### src/rtl/vga_timing_pkg.sv
// rtl/vga_timing_pkg.sv - shared 640x480@60 timing defaults and counter width
package vga_timing_pkg;
    localparam int CNT_W        = 10;
    localparam int CLK_DIV_DEF  = 2;

    localparam int H_SYNC_DEF   = 96;
    localparam int H_BACK_DEF   = 48;
    localparam int H_ACTIVE_DEF = 640;
    localparam int H_FRONT_DEF  = 16;
    localparam int V_SYNC_DEF   = 2;
    localparam int V_BACK_DEF   = 33;
    localparam int V_ACTIVE_DEF = 480;
    localparam int V_FRONT_DEF  = 10;

    localparam int H_TOTAL_DEF     = H_SYNC_DEF + H_BACK_DEF + H_ACTIVE_DEF + H_FRONT_DEF;
    localparam int V_TOTAL_DEF     = V_SYNC_DEF + V_BACK_DEF + V_ACTIVE_DEF + V_FRONT_DEF;
    localparam int H_ACT_START_DEF = H_SYNC_DEF + H_BACK_DEF;
    localparam int V_ACT_START_DEF = V_SYNC_DEF + V_BACK_DEF;
endpackage

### src/rtl/VGAcomparator.sv
// rtl/VGAcomparator.sv - unsigned less-than compare used by the sync decode
module VGAcomparator #(
    parameter int W = 10
) (
    input  logic [W-1:0] a,
    input  logic [W-1:0] b,
    output logic         lt
);
    assign lt = (a < b);
endmodule

### src/rtl/vga_axis_counter.sv
// rtl/vga_axis_counter.sv - modulo-TOTAL position counter for one scan axis
module vga_axis_counter
    import vga_timing_pkg::*;
#(
    parameter int TOTAL = H_TOTAL_DEF
) (
    input  logic             clk,
    input  logic             reset,
    input  logic             inc,
    output logic [CNT_W-1:0] count,
    output logic             wrap
);
    localparam logic [CNT_W-1:0] LAST = CNT_W'(TOTAL - 1);

    logic [CNT_W-1:0] r_count;

    always_ff @(posedge clk) begin
        if (reset) begin
            r_count <= '0;
        end else if (inc) begin
            r_count <= (r_count == LAST) ? '0 : r_count + 1'b1;
        end
    end

    assign count = r_count;
    assign wrap  = inc && (r_count == LAST);
endmodule

### src/rtl/vga_timing_ctrl.sv
// rtl/vga_timing_ctrl.sv - VGA sequencer: pixel prescaler, h/v counters, sync and video decode
module vga_timing_ctrl
    import vga_timing_pkg::*;
#(
    parameter int CLK_DIV  = CLK_DIV_DEF,
    parameter int H_SYNC   = H_SYNC_DEF,
    parameter int H_BACK   = H_BACK_DEF,
    parameter int H_ACTIVE = H_ACTIVE_DEF,
    parameter int H_FRONT  = H_FRONT_DEF,
    parameter int V_SYNC   = V_SYNC_DEF,
    parameter int V_BACK   = V_BACK_DEF,
    parameter int V_ACTIVE = V_ACTIVE_DEF,
    parameter int V_FRONT  = V_FRONT_DEF
) (
    input  logic             clk,
    input  logic             reset,
    input  logic             en,
    output logic             pix_tick,
    output logic [CNT_W-1:0] h_count,
    output logic [CNT_W-1:0] v_count,
    output logic             hsync,
    output logic             vsync,
    output logic             video_on,
    output logic [CNT_W-1:0] x,
    output logic [CNT_W-1:0] y,
    output logic             line_start,
    output logic             frame_start
);
    localparam int H_TOTAL = H_SYNC + H_BACK + H_ACTIVE + H_FRONT;
    localparam int V_TOTAL = V_SYNC + V_BACK + V_ACTIVE + V_FRONT;

    localparam logic [CNT_W-1:0] H_SYNC_V  = CNT_W'(H_SYNC);
    localparam logic [CNT_W-1:0] V_SYNC_V  = CNT_W'(V_SYNC);
    localparam logic [CNT_W-1:0] H_ACT_BEG = CNT_W'(H_SYNC + H_BACK);
    localparam logic [CNT_W-1:0] H_ACT_END = CNT_W'(H_SYNC + H_BACK + H_ACTIVE);
    localparam logic [CNT_W-1:0] V_ACT_BEG = CNT_W'(V_SYNC + V_BACK);
    localparam logic [CNT_W-1:0] V_ACT_END = CNT_W'(V_SYNC + V_BACK + V_ACTIVE);
    localparam logic [3:0]       DIV_LAST  = 4'(CLK_DIV - 1);

    logic [3:0] r_div_cnt;
    logic       w_h_wrap;
    logic       w_v_wrap;
    logic       w_h_lt;
    logic       w_v_lt;
    logic       w_h_act;
    logic       w_v_act;

    // Prescaler holds while en is low so a frozen raster resumes on the same phase.
    always_ff @(posedge clk) begin
        if (reset) begin
            r_div_cnt <= '0;
        end else if (en) begin
            r_div_cnt <= (r_div_cnt == DIV_LAST) ? 4'd0 : r_div_cnt + 4'd1;
        end
    end

    assign pix_tick = en && (r_div_cnt == DIV_LAST);

    vga_axis_counter #(.TOTAL(H_TOTAL)) u_h_counter (
        .clk   (clk),
        .reset (reset),
        .inc   (pix_tick),
        .count (h_count),
        .wrap  (w_h_wrap)
    );

    vga_axis_counter #(.TOTAL(V_TOTAL)) u_v_counter (
        .clk   (clk),
        .reset (reset),
        .inc   (w_h_wrap),
        .count (v_count),
        .wrap  (w_v_wrap)
    );

    assign line_start  = w_h_wrap;
    assign frame_start = w_v_wrap;

    VGAcomparator #(.W(CNT_W)) u_hsync_cmp (
        .a  (h_count),
        .b  (H_SYNC_V),
        .lt (w_h_lt)
    );

    VGAcomparator #(.W(CNT_W)) u_vsync_cmp (
        .a  (v_count),
        .b  (V_SYNC_V),
        .lt (w_v_lt)
    );

    assign hsync = ~w_h_lt;
    assign vsync = ~w_v_lt;

    assign w_h_act  = (h_count >= H_ACT_BEG) && (h_count < H_ACT_END);
    assign w_v_act  = (v_count >= V_ACT_BEG) && (v_count < V_ACT_END);
    assign video_on = w_h_act && w_v_act;

    assign x = video_on ? (h_count - H_ACT_BEG) : '0;
    assign y = video_on ? (v_count - V_ACT_BEG) : '0;
endmodule

### config.mk
export PLATFORM = sky130hd
export DESIGN_NAME = vga_timing_ctrl
export DESIGN_NICKNAME = d
export VERILOG_FILES = /design/src/rtl/vga_timing_pkg.sv /design/src/rtl/VGAcomparator.sv /design/src/rtl/vga_axis_counter.sv /design/src/rtl/vga_timing_ctrl.sv
export SDC_FILE = /design/constraint.sdc
export NUM_CORES = 1
export LEC_CHECK = 0
export ABC_CLOCK_PERIOD_IN_PS = 6460
export CELL_PAD_IN_SITES_DETAIL_PLACEMENT = 1
export CELL_PAD_IN_SITES_GLOBAL_PLACEMENT = 2
export CORE_ASPECT_RATIO = 1.5
export CORE_MARGIN = 2
export CORE_UTILIZATION = 28
export CTS_BUF_LIST = sky130_fd_sc_hd__clkbuf_16
export CTS_CLUSTER_SIZE = 8
export DETAILED_ROUTE_END_ITERATION = 16
export HOLD_SLACK_MARGIN = 0.05
export MAX_ROUTING_LAYER = met4
export PLACE_DENSITY_LB_ADDON = 0.08
export SYNTH_ARGS = -nofsm -noshare
export SYNTH_HDL_FRONTEND = slang
export SYNTH_SLANG_ARGS = --single-unit
### constraint.sdc
create_clock -name clk -period 6.46 [get_ports clk]
set_input_delay 0.646 -clock clk [delete_from_list [all_inputs] [get_ports clk]]
set_output_delay 0.646 -clock clk [all_outputs]
set_load 0.005 [all_outputs]
==> qor.txt, run 1 <==
Status: finished, final reports clean
Crit start category: register
Nets: 263
# hold bufs at CTS: 0
Area Growth Syn to Fin: 36.0%
Global-route wire length before repair: 8520 um
Fill count: 706
Row count: 34
Post_cts resized: 0
Vias in the first global route: 1711
Wire length per cell: 15.4 um
Pwr dens: 152 nW/um^2
Synthesized area per cell: 7.60 sq um
Synthesized instance count: 218
R2r setup slk: 4.03 ns
Rel. slew slack: 37.3%
CTS tree: yes
Final Hold Viols: 0
Post-synth EDFFs: 0
Comb power frac: 3.5%
Multi-input gate area: 1050 sq um
Power Internal: 278 uW
Seq cells post-synth: 24
Final period utilization: 60.0%
Via count: 1666
Port Buffers: 48
Sw frac: 18.7%
Fmax: 0.258 GHz
Slowest cell on crit path: a41oi_2
H-tree Lvls: 1
Worst-skew pair later-pin latency: 0.26 ns
Final Slew Violations: 0
Clock Tree Buf Depth: 2
Register area share after synthesis: 29.0%
Sequential Power Share: 44.2%
Async S/R FF share, synth: 0%
Pleak: 0.709 nW
Clock Skew: 0.00618 ns
Worst endpoint required time: 5.81 ns
Die W: 66.8 um
Worst reg2reg path startpoint: u_h_counter.count[8]$_SDFFE_PP0P_
Reg-to-Reg End: u_v_counter.count[2]$_SDFFE_PP0P_
Hold Path Depth: 2
# diodes: 0
Ys Warns: 0
Syn nets: 228
Cell chain of the critical path: ha_1 > o41ai_1 > a21oi_1 > a41oi_2 > nor3b_1 > clkdlybuf4s50_1
Max stage delay on crit path: 0.78 ns
Reg area: 480 sq um
Initial Util: 28.9%
Overall Power: 342 uW
Max_cap viols: 0
Fin crit period: 3.88 ns
CP Max Fanout: 20
Unrepaired setup endpoints after global routing: false
Crit end category: output pin
Commonest non-fill, non-tap cell in the layout: clkdlybuf4s50_1
Chip height: 98.2 um
Most frequent cells in the layout: clkdlybuf4s50_1, nor3_1, dfxtp_1
Final setup viols: 0
WS Path Type: reg -> out
Core area: 5740 sq um
DRC: 0
Clock power share: 52.2%
DR pass1 iterations: 4
Die area: 6560 sq um
Hold_sp: u_h_counter.count[1]$_SDFFE_PP0P_
Root buffer cell: clkbuf_16
Reg2reg path depth: 4
WHS Endpoint: u_h_counter.count[1]$_SDFFE_PP0P_
Final WL: 4980 um
TNS Setup: 0 ns
Clk pin slew, worst setup/hold paths: 0.07 ns
CTS Buf Count: 3
DR iter-0 viols: 73
Ports: 49
Sw power: 64.1 uW
Layout cells sized above 1: 3.97%
Routability cong.: 0.784
Largest net degree at the start of global routing: 22
Worst Hold Class: reg -> reg
Worst IR drop on VDD: 86.9 uV
GRT Total Usage: 17.1%
Worst Path Arrival: 3.23 ns
Vias per cell: 5.14
Synthesized area: 1660 sq um
Netlist cell types: 42
Gr ovfl total: 0
Ys flop type: dfxtp_1
Setup bufs post-CTS: 0
Post-DP HPWL: 3790 um
Slew at the pin closest to its max-slew limit: 0.941 ns
Clk sinks: 24
Routed Antenna Nets: 0
Initial antenna violation count: 0
[worst max-delay path: cells and delay by family (launching register included)]
family                   cells  cell delay (ns)
AO/OA/AOI/OAI                3             1.61
buffers and inverters        1             0.48
flip-flops                   1             0.40
adder cells (fa/ha/maj)      1             0.35
AND/OR/NAND/NOR              1             0.13
[sequential cells by signal, indices dropped and copies added, names as in the netlist]
name               flops
r_div_cnt              4
u_v_counter.count     10
u_h_counter.count     10
[power groups by stage]
stage               Combinational, mW  Sequential (mW)  Clock [mW]
floorplan                     0.00718            0.154           0
global placement               0.0126            0.155           0
detailed placement             0.0125            0.155           0
CTS                            0.0125            0.151       0.186
global route                   0.0139            0.152       0.191
finish                         0.0121            0.151       0.179
[logic make-up after synthesis]
| logic type | share of synthesized area, % |
|---|---|
| XOR/XNOR | 10.6 |
| flip-flops | 29.0 |
| AO/OA/AOI/OAI | 13.4 |
| buffers and inverters | 7.92 |
| multiplexers | 0.604 |
| AND/OR/NAND/NOR | 33.3 |
| adder cells (fa/ha/maj) | 5.28 |
[cells in the mapped netlist, drive strengths merged (2+ instances only)]
library cell  count  area [sq um]
nor3             26           130
dfxtp            24           480
nor2             18          67.6
a21oi            15          75.1
clkbuf           15          56.3
xnor2            15           131
nand2            13          48.8
inv              12          45.0
nand3             9          45.0
ha                7          87.6
o21ai             6          30.0
or4               6          48.8
or3               5          31.3
xor2              5          43.8
nand4             4          25.0
o31ai             4          30.0
buf               3          30.0
nor3b             3          22.5
nor4              3          18.8
and4              2          17.5
nand4b            2          17.5
nor4b             2          17.5
o21bai            2          15.0
or3b              2          17.5
[routing by layer]
metal	GRT usage, %	up-vias	wire length (um)
met4	7.22	0	164
met3	2.30	10	200
met2	28.8	46	2570
li1	-	835	-
met1	19.9	775	2050
met5	-	-	0
[final cells by class]
cell class                      instances  area share [%]
Inverter                               12            2.00
Clock buffer                            3            3.33
Tap cell                               72            4.00
Sequential cell                        24            21.3
Timing Repair Buffer                   48            21.3
Multi-Input combinational cell        164            46.7
Clock inverter                          1            1.33
[through the flow]
step	setup WS, ns	cell area (sq um)	cells	hold slack, ns	util, %
3_3_place_gp	2.82	2150	320	0.558	37.4
2_1_floorplan	3.68	1660	218	0.523	-
4_1_cts	2.52	2250	324	0.582	39.3
5_1_grt	2.28	2250	324	0.622	39.3
6_report	2.58	2250	324	0.570	39.3
3_5_place_dp	2.80	2150	320	0.574	37.4
[worst max path at each step]
stage / cells past startpoint / slack, ns / end / start
6_report: 6 / 2.58 / y[1] / u_v_counter.count[0]$_SDFFE_PP0P_
5_1_grt: 6 / 2.28 / y[1] / u_v_counter.count[0]$_SDFFE_PP0P_
4_1_cts: 6 / 2.52 / y[1] / u_v_counter.count[0]$_SDFFE_PP0P_
3_5_place_dp: 6 / 2.80 / y[1] / u_v_counter.count[0]$_SDFFE_PP0P_
3_3_place_gp: 5 / 2.82 / frame_start / en
2_1_floorplan: 6 / 3.68 / frame_start / en
Power figures use the tool's default switching activity.
==> run 2, diff against run 1 <==
--- a/config.mk
+++ b/config.mk
@@ -5,12 +5,12 @@
 export SDC_FILE = /design/constraint.sdc
 export NUM_CORES = 1
 export LEC_CHECK = 0
-export ABC_CLOCK_PERIOD_IN_PS = 6460
+export ABC_CLOCK_PERIOD_IN_PS = 3500
 export CELL_PAD_IN_SITES_DETAIL_PLACEMENT = 1
 export CELL_PAD_IN_SITES_GLOBAL_PLACEMENT = 2
 export CORE_ASPECT_RATIO = 1.5
 export CORE_MARGIN = 2
-export CORE_UTILIZATION = 28
+export CORE_UTILIZATION = 23
 export CTS_BUF_LIST = sky130_fd_sc_hd__clkbuf_16
 export CTS_CLUSTER_SIZE = 8
 export DETAILED_ROUTE_END_ITERATION = 16
==> constraint.sdc (replaced) <==
create_clock -name clk -period 3.5 [get_ports clk]
set_input_delay 0.35 -clock clk [delete_from_list [all_inputs] [get_ports clk]]
set_output_delay 0.35 -clock clk [all_outputs]
set_load 0.005 [all_outputs]
==> run 2 against run 1 <==
Effect of this change:
- cell area up 1.3%
- global-route usage down 2.0 points
- largest cell class unchanged
- total power up 62%
- largest power group is now sequential cells
- sequential power up 85%
- critical path depth up 2
==> qor.txt, run 2 (synthesis results as in run 1) <==
Via count: 1722 (+3.4%)
Final period utilization: 88.4%
Routability cong.: 0.760 (-3.1%)
Post-DP HPWL: 4200 um (+11%)
CTS Buf Count: 3 (unchanged)
WS Path Type: reg -> out
Pwr dens: 242 nW/um^2 (+60%)
Hold slack: 0.570 ns (+0.0000240 ns)
Post_cts resized: 0 (unchanged)
Port Buffers: 48 (unchanged)
Worst IR drop on VDD: 145 uV (+66%)
Worst-skew pair later-pin latency: 0.26 ns (about the same)
DP Worst Slack: 0.650 ns (-2.15 ns)
Root buffer cell: clkbuf_16
Final setup viols: 0 (unchanged)
Gr ovfl total: 0 (unchanged)
Final Hold Viols: 0 (unchanged)
Reg2reg path depth: 5 (+1)
Area Growth Syn to Fin: 37.8%
Initial Util: 23.9% (-5.0 points)
Clk pin slew, worst setup/hold paths: 0.06 ns (about the same)
R2r setup slk: 1.01 ns (-3.02 ns)
Crit end category: output pin
Global-route wire length before repair: 9040 um (+6.1%)
Nets: 270 (+2.7%)
GRT Total Usage: 15.1% (-2.0 points)
Final WS setup: 0.405 ns (-2.18 ns)
Routed Antenna Nets: 0 (unchanged)
Ports: 49 (unchanged)
Worst reg2reg path startpoint: u_h_counter.count[8]$_SDFFE_PP0P_
Most frequent cells in the layout: clkdlybuf4s50_1, nor3_1, dfxtp_1
Reg-to-Reg End: u_v_counter.count[2]$_SDFFE_PP0P_
Largest net degree at the start of global routing: 22 (unchanged)
DR iter-0 viols: 58 (-21%)
H-tree Lvls: 1 (unchanged)
Chip height: 108 um (+9.9%)
Core area: 6940 sq um (+21%)
Rel. slew slack: 59.6% (+22 points)
Worst Hold Class: reg -> reg
Critical path endpoint: y[5]
# diodes: 0 (unchanged)
CTS tree: yes
# hold bufs at CTS: 0 (unchanged)
Utilization after layout: 32.9% (-6.4 points)
Clock Skew: 0.00428 ns (-0.00190 ns)
Commonest non-fill, non-tap cell in the layout: clkdlybuf4s50_1
Max_cap viols: 0 (unchanged)
CP Max Fanout: 9 (-55%)
Crit path launch: u_v_counter.count[1]$_SDFFE_PP0P_
DR pass1 iterations: 4 (unchanged)
Final WL: 5540 um (+11%)
Crit start category: register
Max stage delay on crit path: 0.48 ns (-0.30 ns)
Cell chain of the critical path: ha_1 > o41ai_1 > buf_4 > a21oi_1 > a41oi_2 > buf_4 > nor3_1 > clkdlybuf4s50_1
Worst endpoint required time: 3.15 ns (-2.66 ns)
Worst Path Arrival: 2.74 ns (-0.49 ns)
Fin crit period: 3.09 ns
Setup bufs post-CTS: 0 (unchanged)
Slew at the pin closest to its max-slew limit: 0.604 ns (-0.337 ns)
Clk sinks: 24 (unchanged)
Die area: 7920 sq um (+21%)
Status: finished, final reports clean
Final Slew Violations: 0 (unchanged)
Vias per cell: 5.13 (-0.33%)
Unrepaired setup endpoints after global routing: false
Fmax: 0.323 GHz
Die W: 73.3 um (+9.7%)
Hold_sp: u_h_counter.count[1]$_SDFFE_PP0P_
Row count: 37 (+8.8%)
Slowest cell on crit path: clkdlybuf4s50_1
DRC: 0 (unchanged)
TNS Setup: 0 ns (unchanged)
Layout cells sized above 1: 6.20% (+2.2 points)
Pleak: 0.726 nW (+2.4%)
Wire length per cell: 16.5 um (+7.2%)
Initial antenna violation count: 0 (unchanged)
Vias in the first global route: 1746 (+2.0%)
Overall Power: 554 uW (+62%)
Most used cell, CP: buf_4
Clock Tree Buf Depth: 2 (unchanged)
-- run 2: cell types whose count changed in the layout (fill, tap and decap cells not counted), sizes merged --
cell    delta
buf        +7
bufinv     -1
-- run 2: area by class of cell --
cell class	instances	area (sq um)
clock buffers	3	75.1
fillers	839	4660
inverters	12	45.0
multi-input cells	164	1050
flip-flops and latches	24	480
well taps	78	97.6
repair buffers	55	533
-- run 2: worst max-delay path, delay by kind of cell, from the launching register on --
kind	cells	cell delay (ns)
compound gates	3	0.77
fa+ha+maj	1	0.32
buf+inv	3	0.94
flops	1	0.38
simple gates	1	0.07
-- run 2: per-stage QoR --
step	cells	cell area, sq um
6_report	336	2280
5_1_grt	336	2280
4_1_cts	336	2280
3_3_place_gp	333	2210
2_1_floorplan	218	1660
3_5_place_dp	333	2210
-- run 2: layer usage --
layer	global-route usage (%)	wire, um	vias up
li1	-	-	850
met1	17.3	2380	832
met2	27.5	2950	36
met3	1.40	138	4
met4	4.29	60	0
met5	-	0	-
-- run 2: worst min-delay path by stage --
| stage | slack [ns] | to | cells past startpoint |
|---|---|---|---|
| after floorplan | 0.52 | u_v_counter.count[1]$_SDFFE_PP0P_ | 2 |
| after global placement | 0.55 | u_v_counter.count[1]$_SDFFE_PP0P_ | 2 |
| after detailed placement | 0.56 | u_v_counter.count[8]$_SDFFE_PP0P_ | 2 |
| after CTS | 0.57 | u_v_counter.count[8]$_SDFFE_PP0P_ | 2 |
| after global routing | 0.62 | u_v_counter.count[1]$_SDFFE_PP0P_ | 2 |
| final | 0.57 | u_h_counter.count[1]$_SDFFE_PP0P_ | 2 |
-- run 2: power breakdown --
part           leakage, nW  total (mW)  switching, mW  internal, mW
Combinational        0.495      0.0241         0.0126        0.0115
Clock               0.0370       0.250         0.0986         0.151
Sequential           0.194       0.280        0.00418         0.276
Total                0.726       0.554          0.115         0.438
